File: src/rtl/lisa_lsu_ctrl_if.sv
// Core-request / memory-bus bundle for the LISA load-store unit.
// The master modport is the LSU controller itself; slave is the core+memory environment.
interface lisa_lsu_ctrl_if #(
  parameter int ADDR_W = 16
);
  logic              req_valid;
  logic              req_ready;
  logic              req_we;
  logic [1:0]        req_size;
  logic              req_signed;
  logic [ADDR_W-1:0] req_addr;
  logic [31:0]       req_wdata;
  logic              resp_valid;
  logic [31:0]       resp_data;
  logic              resp_err;
  logic              mem_req;
  logic              mem_we;
  logic [ADDR_W-1:0] mem_addr;
  logic [3:0]        mem_be;
  logic [31:0]       mem_wdata;
  logic              mem_ack;
  logic [31:0]       mem_rdata;

  modport master (
    input  req_valid, req_we, req_size, req_signed, req_addr, req_wdata,
    input  mem_ack, mem_rdata,
    output req_ready, resp_valid, resp_data, resp_err,
    output mem_req, mem_we, mem_addr, mem_be, mem_wdata
  );

  modport slave (
    output req_valid, req_we, req_size, req_signed, req_addr, req_wdata,
    output mem_ack, mem_rdata,
    input  req_ready, resp_valid, resp_data, resp_err,
    input  mem_req, mem_we, mem_addr, mem_be, mem_wdata
  );
endinterface

File: src/rtl/lisa_lsu_ctrl.sv
// LISA load-store controller: one outstanding access, lane steering, load extension
// and an ack timeout; every access ends with a single-cycle response.
module lisa_lsu_ctrl #(
  parameter int ADDR_W  = 16,
  parameter int TIMEOUT = 255
) (
  input logic             clk,
  input logic             rst,
  lisa_lsu_ctrl_if.master bus
);
  typedef enum logic [1:0] {IDLE, MEM, RESP} state_t;

  localparam logic [15:0] WAIT_LAST = 16'(TIMEOUT - 1);

  state_t            state;
  state_t            state_next;
  logic [15:0]       wait_cnt;
  logic              lat_we;
  logic              lat_signed;
  logic [1:0]        lat_size;
  logic [ADDR_W-1:0] lat_addr;
  logic [31:0]       lat_wdata;
  logic              req_bad;
  logic              accept;
  logic              ack_done;
  logic              time_out;
  logic [31:0]       rd_shift;
  logic [31:0]       load_data;
  logic [31:0]       resp_data_q;
  logic              resp_err_q;

  assign req_bad = (bus.req_size == 2'd3)
                || (bus.req_size == 2'd1 && bus.req_addr[0])
                || (bus.req_size == 2'd2 && bus.req_addr[1:0] != 2'b00);

  always_comb begin
    state_next = state;
    accept     = 1'b0;
    ack_done   = 1'b0;
    time_out   = 1'b0;
    case (state)
      IDLE: begin
        if (bus.req_valid) begin
          accept     = 1'b1;
          state_next = req_bad ? RESP : MEM;
        end
      end
      MEM: begin
        // An ack on the final allowed cycle beats the timeout.
        if (bus.mem_ack) begin
          ack_done   = 1'b1;
          state_next = RESP;
        end else if (wait_cnt == WAIT_LAST) begin
          time_out   = 1'b1;
          state_next = RESP;
        end
      end
      RESP:    state_next = IDLE;
      default: state_next = IDLE;
    endcase
  end

  always_comb begin
    bus.req_ready  = (state == IDLE);
    bus.resp_valid = (state == RESP);
    bus.resp_data  = resp_data_q;
    bus.resp_err   = resp_err_q;
    bus.mem_req    = (state == MEM);
    bus.mem_we     = 1'b0;
    bus.mem_addr   = '0;
    bus.mem_be     = 4'b0000;
    bus.mem_wdata  = 32'd0;
    if (state == MEM) begin
      bus.mem_we   = lat_we;
      bus.mem_addr = {lat_addr[ADDR_W-1:2], 2'b00};
      case (lat_size)
        2'd0: begin
          bus.mem_be    = 4'b0001 << lat_addr[1:0];
          bus.mem_wdata = {4{lat_wdata[7:0]}};
        end
        2'd1: begin
          bus.mem_be    = 4'b0011 << lat_addr[1:0];
          bus.mem_wdata = {2{lat_wdata[15:0]}};
        end
        default: begin
          bus.mem_be    = 4'b1111;
          bus.mem_wdata = lat_wdata;
        end
      endcase
    end
  end

  always_comb begin
    rd_shift = bus.mem_rdata >> {lat_addr[1:0], 3'b000};
    case (lat_size)
      2'd0:    load_data = {{24{lat_signed & rd_shift[7]}}, rd_shift[7:0]};
      2'd1:    load_data = {{16{lat_signed & rd_shift[15]}}, rd_shift[15:0]};
      default: load_data = rd_shift;
    endcase
  end

  always_ff @(posedge clk) begin
    if (rst) begin
      state       <= IDLE;
      wait_cnt    <= 16'd0;
      lat_we      <= 1'b0;
      lat_signed  <= 1'b0;
      lat_size    <= 2'd0;
      lat_addr    <= '0;
      lat_wdata   <= 32'd0;
      resp_data_q <= 32'd0;
      resp_err_q  <= 1'b0;
    end else begin
      state <= state_next;
      if (accept) begin
        lat_we     <= bus.req_we;
        lat_signed <= bus.req_signed;
        lat_size   <= bus.req_size;
        lat_addr   <= bus.req_addr;
        lat_wdata  <= bus.req_wdata;
      end
      // Counter is zero on every entry to MEM because it idles at zero elsewhere.
      if (state == MEM && !bus.mem_ack)
        wait_cnt <= wait_cnt + 16'd1;
      else
        wait_cnt <= 16'd0;
      resp_data_q <= (ack_done && !lat_we) ? load_data : 32'd0;
      resp_err_q  <= (accept && req_bad) || time_out;
    end
  end
endmodule
File: src/flat_wrapper.sv
// flat-port wrapper written by rule: the top's interface ports become plain ports
module lisa_lsu_ctrl_flat 
#(
  parameter int ADDR_W  = 16,
  parameter int TIMEOUT = 255
)
  (clk, rst, bus_req_valid, bus_req_we, bus_req_size, bus_req_signed, bus_req_addr, bus_req_wdata, bus_mem_ack, bus_mem_rdata, bus_req_ready, bus_resp_valid, bus_resp_data, bus_resp_err, bus_mem_req, bus_mem_we, bus_mem_addr, bus_mem_be, bus_mem_wdata);
  lisa_lsu_ctrl_if #(.ADDR_W(ADDR_W)) bus_i ();
  input logic clk;
  input logic rst;
  input wire logic [$bits(bus_i.req_valid)-1:0] bus_req_valid;
  input wire logic [$bits(bus_i.req_we)-1:0] bus_req_we;
  input wire logic [$bits(bus_i.req_size)-1:0] bus_req_size;
  input wire logic [$bits(bus_i.req_signed)-1:0] bus_req_signed;
  input wire logic [$bits(bus_i.req_addr)-1:0] bus_req_addr;
  input wire logic [$bits(bus_i.req_wdata)-1:0] bus_req_wdata;
  input wire logic [$bits(bus_i.mem_ack)-1:0] bus_mem_ack;
  input wire logic [$bits(bus_i.mem_rdata)-1:0] bus_mem_rdata;
  output wire logic [$bits(bus_i.req_ready)-1:0] bus_req_ready;
  output wire logic [$bits(bus_i.resp_valid)-1:0] bus_resp_valid;
  output wire logic [$bits(bus_i.resp_data)-1:0] bus_resp_data;
  output wire logic [$bits(bus_i.resp_err)-1:0] bus_resp_err;
  output wire logic [$bits(bus_i.mem_req)-1:0] bus_mem_req;
  output wire logic [$bits(bus_i.mem_we)-1:0] bus_mem_we;
  output wire logic [$bits(bus_i.mem_addr)-1:0] bus_mem_addr;
  output wire logic [$bits(bus_i.mem_be)-1:0] bus_mem_be;
  output wire logic [$bits(bus_i.mem_wdata)-1:0] bus_mem_wdata;
  assign bus_i.req_valid = bus_req_valid;
  assign bus_i.req_we = bus_req_we;
  assign bus_i.req_size = bus_req_size;
  assign bus_i.req_signed = bus_req_signed;
  assign bus_i.req_addr = bus_req_addr;
  assign bus_i.req_wdata = bus_req_wdata;
  assign bus_i.mem_ack = bus_mem_ack;
  assign bus_i.mem_rdata = bus_mem_rdata;
  assign bus_req_ready = bus_i.req_ready;
  assign bus_resp_valid = bus_i.resp_valid;
  assign bus_resp_data = bus_i.resp_data;
  assign bus_resp_err = bus_i.resp_err;
  assign bus_mem_req = bus_i.mem_req;
  assign bus_mem_we = bus_i.mem_we;
  assign bus_mem_addr = bus_i.mem_addr;
  assign bus_mem_be = bus_i.mem_be;
  assign bus_mem_wdata = bus_i.mem_wdata;
  lisa_lsu_ctrl #(.ADDR_W(ADDR_W), .TIMEOUT(TIMEOUT)) u_core (.clk(clk), .rst(rst), .bus(bus_i));
endmodule
File: config.mk
export PLATFORM = sky130hd
export DESIGN_NAME = lisa_lsu_ctrl_flat
export DESIGN_NICKNAME = d
export VERILOG_FILES = /design/src/rtl/lisa_lsu_ctrl_if.sv /design/src/rtl/lisa_lsu_ctrl.sv /design/src/flat_wrapper.sv
export SDC_FILE = /design/constraint.sdc
export NUM_CORES = 1
export LEC_CHECK = 0
export BUFFER_PORTS_ARGS = -buffer_cell sky130_fd_sc_hd__clkbuf_2
export CORE_ASPECT_RATIO = 2
export CORE_UTILIZATION = 30
export CTS_BUF_LIST = sky130_fd_sc_hd__clkbuf_8
export CTS_CLUSTER_SIZE = 30
export DETAILED_ROUTE_END_ITERATION = 6
export GPL_TIMING_DRIVEN = 0
export HOLD_SLACK_MARGIN = 0.12
export SETUP_SLACK_MARGIN = 0.02
export SYNTH_ARGS = -nofsm -noshare
export SYNTH_HDL_FRONTEND = slang
export SYNTH_SLANG_ARGS = --single-unit
File: constraint.sdc
create_clock -name clk -period 2.3 [get_ports clk]
set_clock_uncertainty 0.15 [all_clocks]
set_input_delay 0.575 -clock clk [delete_from_list [all_inputs] [get_ports clk]]
set_output_delay 0.575 -clock clk [all_outputs]
set_load 0.005 [all_outputs]
==> results of run 1 <==
-- how the worst max path moves through the flow --
stage | startpoint | endpoint | slack [ns] | depth (start not counted)
finish | u_core.state[0] | bus_mem_wdata[27] | 0.009 | 5
CTS | u_core.state[0] | bus_mem_wdata[14] | -0.05 | 5
detailed placement | u_core.lat_size[0] | bus_mem_wdata[25] | -0.53 | 7
global placement | u_core.lat_size[0] | bus_mem_wdata[26] | -0.49 | 7
floorplan | u_core.lat_size[0] | bus_mem_wdata[29] | 0.21 | 6
global route | u_core.lat_size[0] | bus_mem_wdata[26] | -0.06 | 6
-- what timing repair did --
item                                    in CTS  in global routing
endpoints found under the setup margin      48                 49
cloned                                       1                  0
gates resized for setup                    100                 60
hold endpoints to repair                     0                  0
setup buffers                               13                  9
pin swaps                                    0                  4
-- placed cells by master, fill, tap and decap left out, types with 4 or more instances in the layout --
cell type,instances
buf_12,5
buf_4,23
clkbuf_2,157
mux2i_1,24
dfxtp_4,4
nor2_2,9
nand4_1,5
a21oi_2,13
mux2i_4,4
buf_6,9
nor3_1,6
buf_8,4
a21o_1,9
inv_1,7
o21ai_0,5
a211oi_1,7
o21ai_2,8
nand2_1,126
a21oi_4,4
nor2_1,33
nand3_1,4
nor2_4,11
clkbuf_1,18
clkbuf_8,12
and2_1,24
a22oi_1,8
xnor2_1,9
buf_2,19
mux2_2,8
dfxtp_1,98
or3_1,8
a21oi_1,69
-- state kept, by name (all words and copies together) (netlist names) --
name	flops
u_core.lat_size	2
u_core.wait_cnt	16
u_core.bus.resp_data	32
u_core.lat_we	1
u_core.lat_addr	16
u_core.bus.resp_err	1
u_core.lat_wdata	32
u_core.state	2
u_core.lat_signed	1
-- stage by stage --
stage / setup WS, ns / hold WS, ns / instances / total power [uW]
5_1_grt: -0.0649 / 0.231 / 987 / 4080
3_5_place_dp: -0.526 / 0.292 / 952 / 2550
3_3_place_gp: -0.487 / 0.289 / 952 / 2550
6_report: 0.00856 / 0.244 / 987 / 3890
4_1_cts: -0.0545 / 0.241 / 979 / 3860
2_1_floorplan: 0.208 / 0.282 / 580 / 2290
-- routing by layer --
| metal | track usage (%) | part of all wire [%] | routed length, um | up-vias |
|---|---|---|---|---|
| li1 | - | - | - | 2356 |
| met1 | 19.1 | 35 | 5550 | 2198 |
| met2 | 37.5 | 57 | 8960 | 146 |
| met3 | 3.99 | 4.5 | 709 | 35 |
| met4 | 10.3 | 3.9 | 617 | 0 |
| met5 | 0 | 0 | 0 | - |
-- kinds of logic after synthesis --
kind of cell,synth area share [%]
other cells,0.0798
compound gates,15.9
mux,8.99
xor+xnor,1.86
simple gates,23.9
flops,43.9
buf+inv,4.92
fa+ha+maj,0.532
-- power groups by stage --
stage	Sequential (uW)	Clock [uW]	Combinational, uW
floorplan	1930	0	359
global placement	1950	0	597
CTS	1910	1240	714
detailed placement	1950	0	600
finish	1920	1210	756
global route	1930	1320	825
-- cells in the mapped netlist --
cell,count
mux4_2,1
a21o_1,9
or4b_1,1
nor2_1,53
o32ai_1,1
nand2_1,128
nand4bb_1,1
buf_1,4
mux2i_1,31
or2b_1,1
nor3_1,6
a31o_2,1
nor3b_1,1
conb_1,1
o21ai_0,5
or4_1,1
a311o_1,1
buf_2,2
nand3_1,4
or4_4,2
and2_1,24
xnor2_1,9
o21ai_2,8
or3_1,8
inv_1,8
a22oi_1,8
ha_1,2
buf_4,4
mux2_2,8
and2b_1,1
nor4_1,3
nand4_1,5
clkbuf_1,30
a211oi_1,7
xor2_1,1
nor2b_1,1
nor4_4,2
o21bai_1,1
buf_6,3
dfxtp_1,103
a31oi_1,1
nand2b_4,1
a21oi_1,86
or2_2,1
-- tightest hold or removal path: cells and delay by family --
family	cells	cell delay, ns
simple gates	1	0.05
buf+inv	1	0.08
compound gates	1	0.05
-- area by class of cell --
cell class	instances	area [um2]	area share, %
plain buffers	39	332	4.98
clock buffers	11	151	2.28
clock inverters	5	57.6	0.865
inverters	8	33.8	0.508
multi-input cells	426	2690	40.4
flip-flops and latches	103	2080	31.2
well taps	198	248	3.72
repair buffers	197	1060	16.0
==> flow_metrics.py, run 1 <==
metrics = {
    "job": {
        "maxCapViolations": 0,
    },
    "layout": {
        "diodes": 0,
        "utilization_pct": 43.5,
        "area_growth_pct": 41.5,
        "fin_nets": 874,
        "fin_area_um2": 6650,
        "fill_cells": 1610,
        "drive_gt1_share_pct": 39.4,
    },
    "pwr": {
        "ir_worst_vdd_mv": 0.263,
        "p_int_uw": 2750,
        "p_leak_uw": 0.00279,
        "pwr-share-comb_pct": 19.5,
        "switching_share_pct": 29.2,
        "p_sw_uw": 1140,
        "power.share.clock_pct": 31.0,
        "p_seq_share_pct": 49.5,
        "power.density_nw_per_um2": 584,
    },
    "clock_network": {
        "root_buffer": "clkbuf_8",
        "cts_sinks": 103,
        "postCtsHoldBufs": 0,
        "clkSlewWorstSetupHoldPaths_ns": 0.11,
        "cts_tree": "yes",
        "clkLatencyLatePin_ns": 0.38,
        "cts_buffers": 9,
        "h-tree-depth": 3,
        "clockBufferDepth": 2,
    },
    "sta": {
        "timing.final.crit_period_ns": 2.29,
        "report.final.setup_viol": 0,
        "setup_tns_ns": 0,
        "worst_pin_slew_ns": 0.800,
        "rsz0062_at_grt": "yes",
        "hold_viol_final": 0,
        "fmax_ghz": 0.436,
        "finalCritPeriodShare_pct": 99.6,
        "finalMaxSlewViolations": 0,
        "slew_headroom_pct": 46.2,
    },
    "global_routing": {
        "grt_pass1_vias": 4607,
        "grt_usage_pct": 19.4,
        "grt_max_degree": 18,
        "antenna_found_initial": 0,
        "grt_pass1_wl_um": 23900,
        "globalRouteOverflowTotal": 0,
    },
    "setup_path": {
        "timing.rr.end": "u_core.lat_wdata[12]",
        "rrSetupSlack_ns": 0.20,
        "path_delay_family": "buffers and inverters",
        "rr_worst_depth": 7,
        "cp_slowest_cell": "dfxtp_4",
        "cp_max_fo": 10,
        "path_cells": "or2b_4 > buf_12 > buf_12 > nor2_4 > buf_2",
        "cp_data_required_time_ns": 1.57,
        "cp.arrival_ns": 1.57,
        "critPathCaptureType": "output pin",
        "slowest_delay_ns": 0.35,
        "crit_buf_inv": 3,
        "critical_path.startpoint_type": "flop",
        "reg2reg_from": "u_core.state[1]",
        "path_class": "flop to output pin",
        "crit_top_cell": "buf_12",
    },
    "die": {
        "die-area_um2": 16200,
        "coreArea_um2": 15300,
        "fp.dieW_um": 90.5,
        "initial_core_util_pct": 30.7,
        "ioPinCount": 177,
        "die_y_um": 179,
        "rows": 64,
    },
    "detailed_routing": {
        "wl_per_cell_um": 16.0,
        "first_iter_violations": 166,
        "drt_wl_total_um": 15800,
        "vias": 4735,
        "drc": 0,
        "viasPerCell": 4.80,
        "drt-pass1-iter-count": 4,
        "antenna_left": 0,
    },
    "yosys": {
        "synth.area.top_cells": "dfxtp_1, nand2_1, a21oi_1, mux2i_1, nor2_1",
        "yosysWarnings": 0,
        "postSynthCellCount": 579,
        "yosysSeqAreaShare_pct": 43.9,
        "synth.ff_latch_count": 103,
        "syn_area_um2": 4700,
        "synth_largest_area_cell": "dfxtp_1",
        "yosysTopAreaCellShare_pct": 43.9,
        "ys_types": 44,
        "avgSynthCellArea_um2": 8.12,
    },
    "hold_path": {
        "holdPathEnd": "u_core.lat_wdata[6]",
        "min_path_cells": 3,
        "hp-start": "bus_req_wdata[6]",
        "hold_path_class": "input pin to flop",
    },
    "placement": {
        "numPortBuffers": 174,
        "dp_hpwl_um": 12300,
        "finalWeightedCongestion": 0.834,
        "placed_area_um2": 5820,
    },
    "outcome": {
        "status": "completed",
    },
}
Power figures use the tool's default switching activity.
==> inputs of run 2 (changes only) <==
- CORE_MARGIN: not set -> 2
==> run 2 against run 1 <==
Hold slack better by 0.016 ns. The flow now finishes with violations (negative setup slack). Critical path depth unchanged. Register-to-register slack barely moved. Highest routed layer unchanged. Wire length increased by 1.4%. Total power rose by 1.6%. Sequential share of layout area is essentially flat. Largest cell class unchanged. First-iteration DRC count decreased by 21%. Sequential power barely moved. Combinational power up 1%. Critical endpoint is now bus_mem_wdata[14]. Cell count is 1.0% lower.
==> flow_metrics.py, run 2 (synthesized netlist as in run 1, its figures left out) <==
metrics = {
    "outcome": {
        "status": "finished with violations",
        "violations": "negative setup slack",
    },
    "sta": {
        "setup_slack_ns": -0.0203,
        "finalCritPeriodShare_pct": 101,
        "report.final.setup_viol": 6,
        "slew_headroom_pct": 51.4,
        "hold_viol_final": 0,
        "worst_pin_slew_ns": 0.724,
        "finalMaxSlewViolations": 0,
        "setup_tns_ns": -0.0696,
        "timing.final.crit_period_ns": 2.32,
        "rsz0062_at_grt": "yes",
        "fmax_ghz": 0.431,
    },
    "detailed_routing": {
        "dr.max_layer_used": "met4",
        "drt_wl_total_um": 16100,
        "first_iter_violations": 131,
        "wl_per_cell_um": 16.4,
        "drc": 0,
        "antenna_left": 0,
        "vias": 4746,
        "route.met2.wl_um": 9220,
        "drt-pass1-iter-count": 4,
        "drt-met1-wl_um": 5560,
        "route.met3.wl_um": 741,
        "viasPerCell": 4.86,
    },
    "placement": {
        "placed_area_um2": 5820,
        "placedCellCount": 952,
        "dp_hpwl_um": 12500,
        "numPortBuffers": 174,
        "finalWeightedCongestion": 0.876,
        "dp_slack_ns": -0.474,
    },
    "hold_path": {
        "min_path_cells": 3,
        "hold_path_class": "input pin to flop",
        "holdPathEnd": "u_core.lat_we",
        "hp-start": "bus_req_we",
    },
    "die": {
        "initial_core_util_pct": 30.7,
        "ioPinCount": 177,
        "rows": 64,
        "die-area_um2": 16800,
        "fp.dieW_um": 92.5,
        "coreArea_um2": 15300,
        "die_y_um": 181,
    },
    "clock_network": {
        "h-tree-depth": 3,
        "postCtsHoldBufs": 0,
        "cts_tree": "yes",
        "clkSlewWorstSetupHoldPaths_ns": 0.10,
        "clockBufferDepth": 2,
        "cts_buffers": 9,
        "root_buffer": "clkbuf_8",
        "clkLatencyLatePin_ns": 0.37,
        "cts_sinks": 103,
    },
    "pwr": {
        "p_leak_uw": 0.00278,
        "power.density_nw_per_um2": 594,
        "ir_worst_vdd_mv": 0.298,
    },
    "layout": {
        "layout_common_cells": "clkbuf_2, nand2_1, dfxtp_1, a21oi_1, nor2_1",
        "fin_area_um2": 6650,
        "finalNonFillerCells": 977,
        "final_common_cell": "clkbuf_2",
        "diodes": 0,
        "area_growth_pct": 41.4,
        "fin_nets": 864,
        "drive_gt1_share_pct": 38.0,
    },
    "global_routing": {
        "antenna_found_initial": 0,
        "grt_usage_pct": 19.3,
        "grt_max_degree": 18,
        "globalRouteOverflowTotal": 0,
        "grt_pass1_wl_um": 24800,
        "grt_pass1_vias": 4708,
    },
    "setup_path": {
        "rr_worst_depth": 7,
        "cp.arrival_ns": 1.60,
        "critPathCaptureType": "output pin",
        "cp_max_fo": 7,
        "path_class": "flop to output pin",
        "rrSetupSlack_ns": 0.21,
        "critical_path.startpoint_type": "flop",
        "reg2reg_from": "u_core.state[1]",
        "timing.rr.end": "u_core.lat_wdata[27]",
        "cp_data_required_time_ns": 1.57,
    },
    "job": {
        "maxCapViolations": 0,
    },
}
-- run 2: cell types whose count changed in the layout (fill, tap and decap cells not counted), moves of 3 or more --
cell / delta
buf_4: -12
buf_8: -3
buf_6: -3
clkbuf_16: +3
clkbuf_2: +5
clkbuf_1: -3
a21oi_1: +3
a21oi_2: -4
-- run 2: report_power, final --
part	total (uW)	switching (uW)	internal, uW
sequential	1920	63.9	1860
clock	1260	652	609
combinational	765	427	338
total	3950	1140	2800
-- run 2: timing repair --
item	CTS	global route
cloned	2	1
buffers inserted	10	0
pin swaps	4	7
gates resized for setup	97	56
setup endpoints to repair	49	97
-- run 2: per-layer routing --
| metal | global-route usage, % | vias to the layer above |
|---|---|---|
| li1 | - | 2337 |
| met1 | 19.1 | 2229 |
| met2 | 38.3 | 149 |
| met3 | 2.75 | 31 |
| met4 | 8.36 | 0 |
| met5 | 0 | - |
-- run 2: how the worst max path moves through the flow --
stage,cells past startpoint,slack (ns),start,endpoint
after floorplan,6,0.21,u_core.lat_size[0],bus_mem_wdata[29]
after global placement,7,-0.46,u_core.lat_size[0],bus_mem_wdata[26]
after detailed placement,7,-0.47,u_core.lat_size[0],bus_mem_wdata[26]
after CTS,5,-0.02,u_core.state[1],bus_mem_wdata[14]
after global routing,5,-0.07,u_core.state[1],bus_mem_wdata[14]
final,5,-0.02,u_core.state[1],bus_mem_wdata[14]
-- run 2: final cells by class --
type / count / area [um2]
fill: 1613 / 8650
multi-input combinational: 426 / 2690
sequential: 103 / 2070
timing repair buffer: 187 / 1040
buffer: 39 / 350
tap: 198 / 248
clock buffer: 9 / 124
clock inverter: 7 / 88.8
inverter: 8 / 30.0
-- run 2: critical path: stages (launching register included) --
cell	delay [ns]
dfxtp_4	0.36
or2b_4	0.28
clkbuf_16	0.19
buf_12	0.15
a21oi_4	0.11
clkbuf_2	0.12
-- run 2: metrics by stage --
step                      power, uW  hold slack, ns  utilization, %
after floorplan                2290           0.282               -
after global placement         2550           0.289            38.1
after detailed placement       2550           0.292            38.1
after CTS                      3940           0.244            42.5
after global routing           4130           0.249            43.5
final                          3950           0.261            43.5
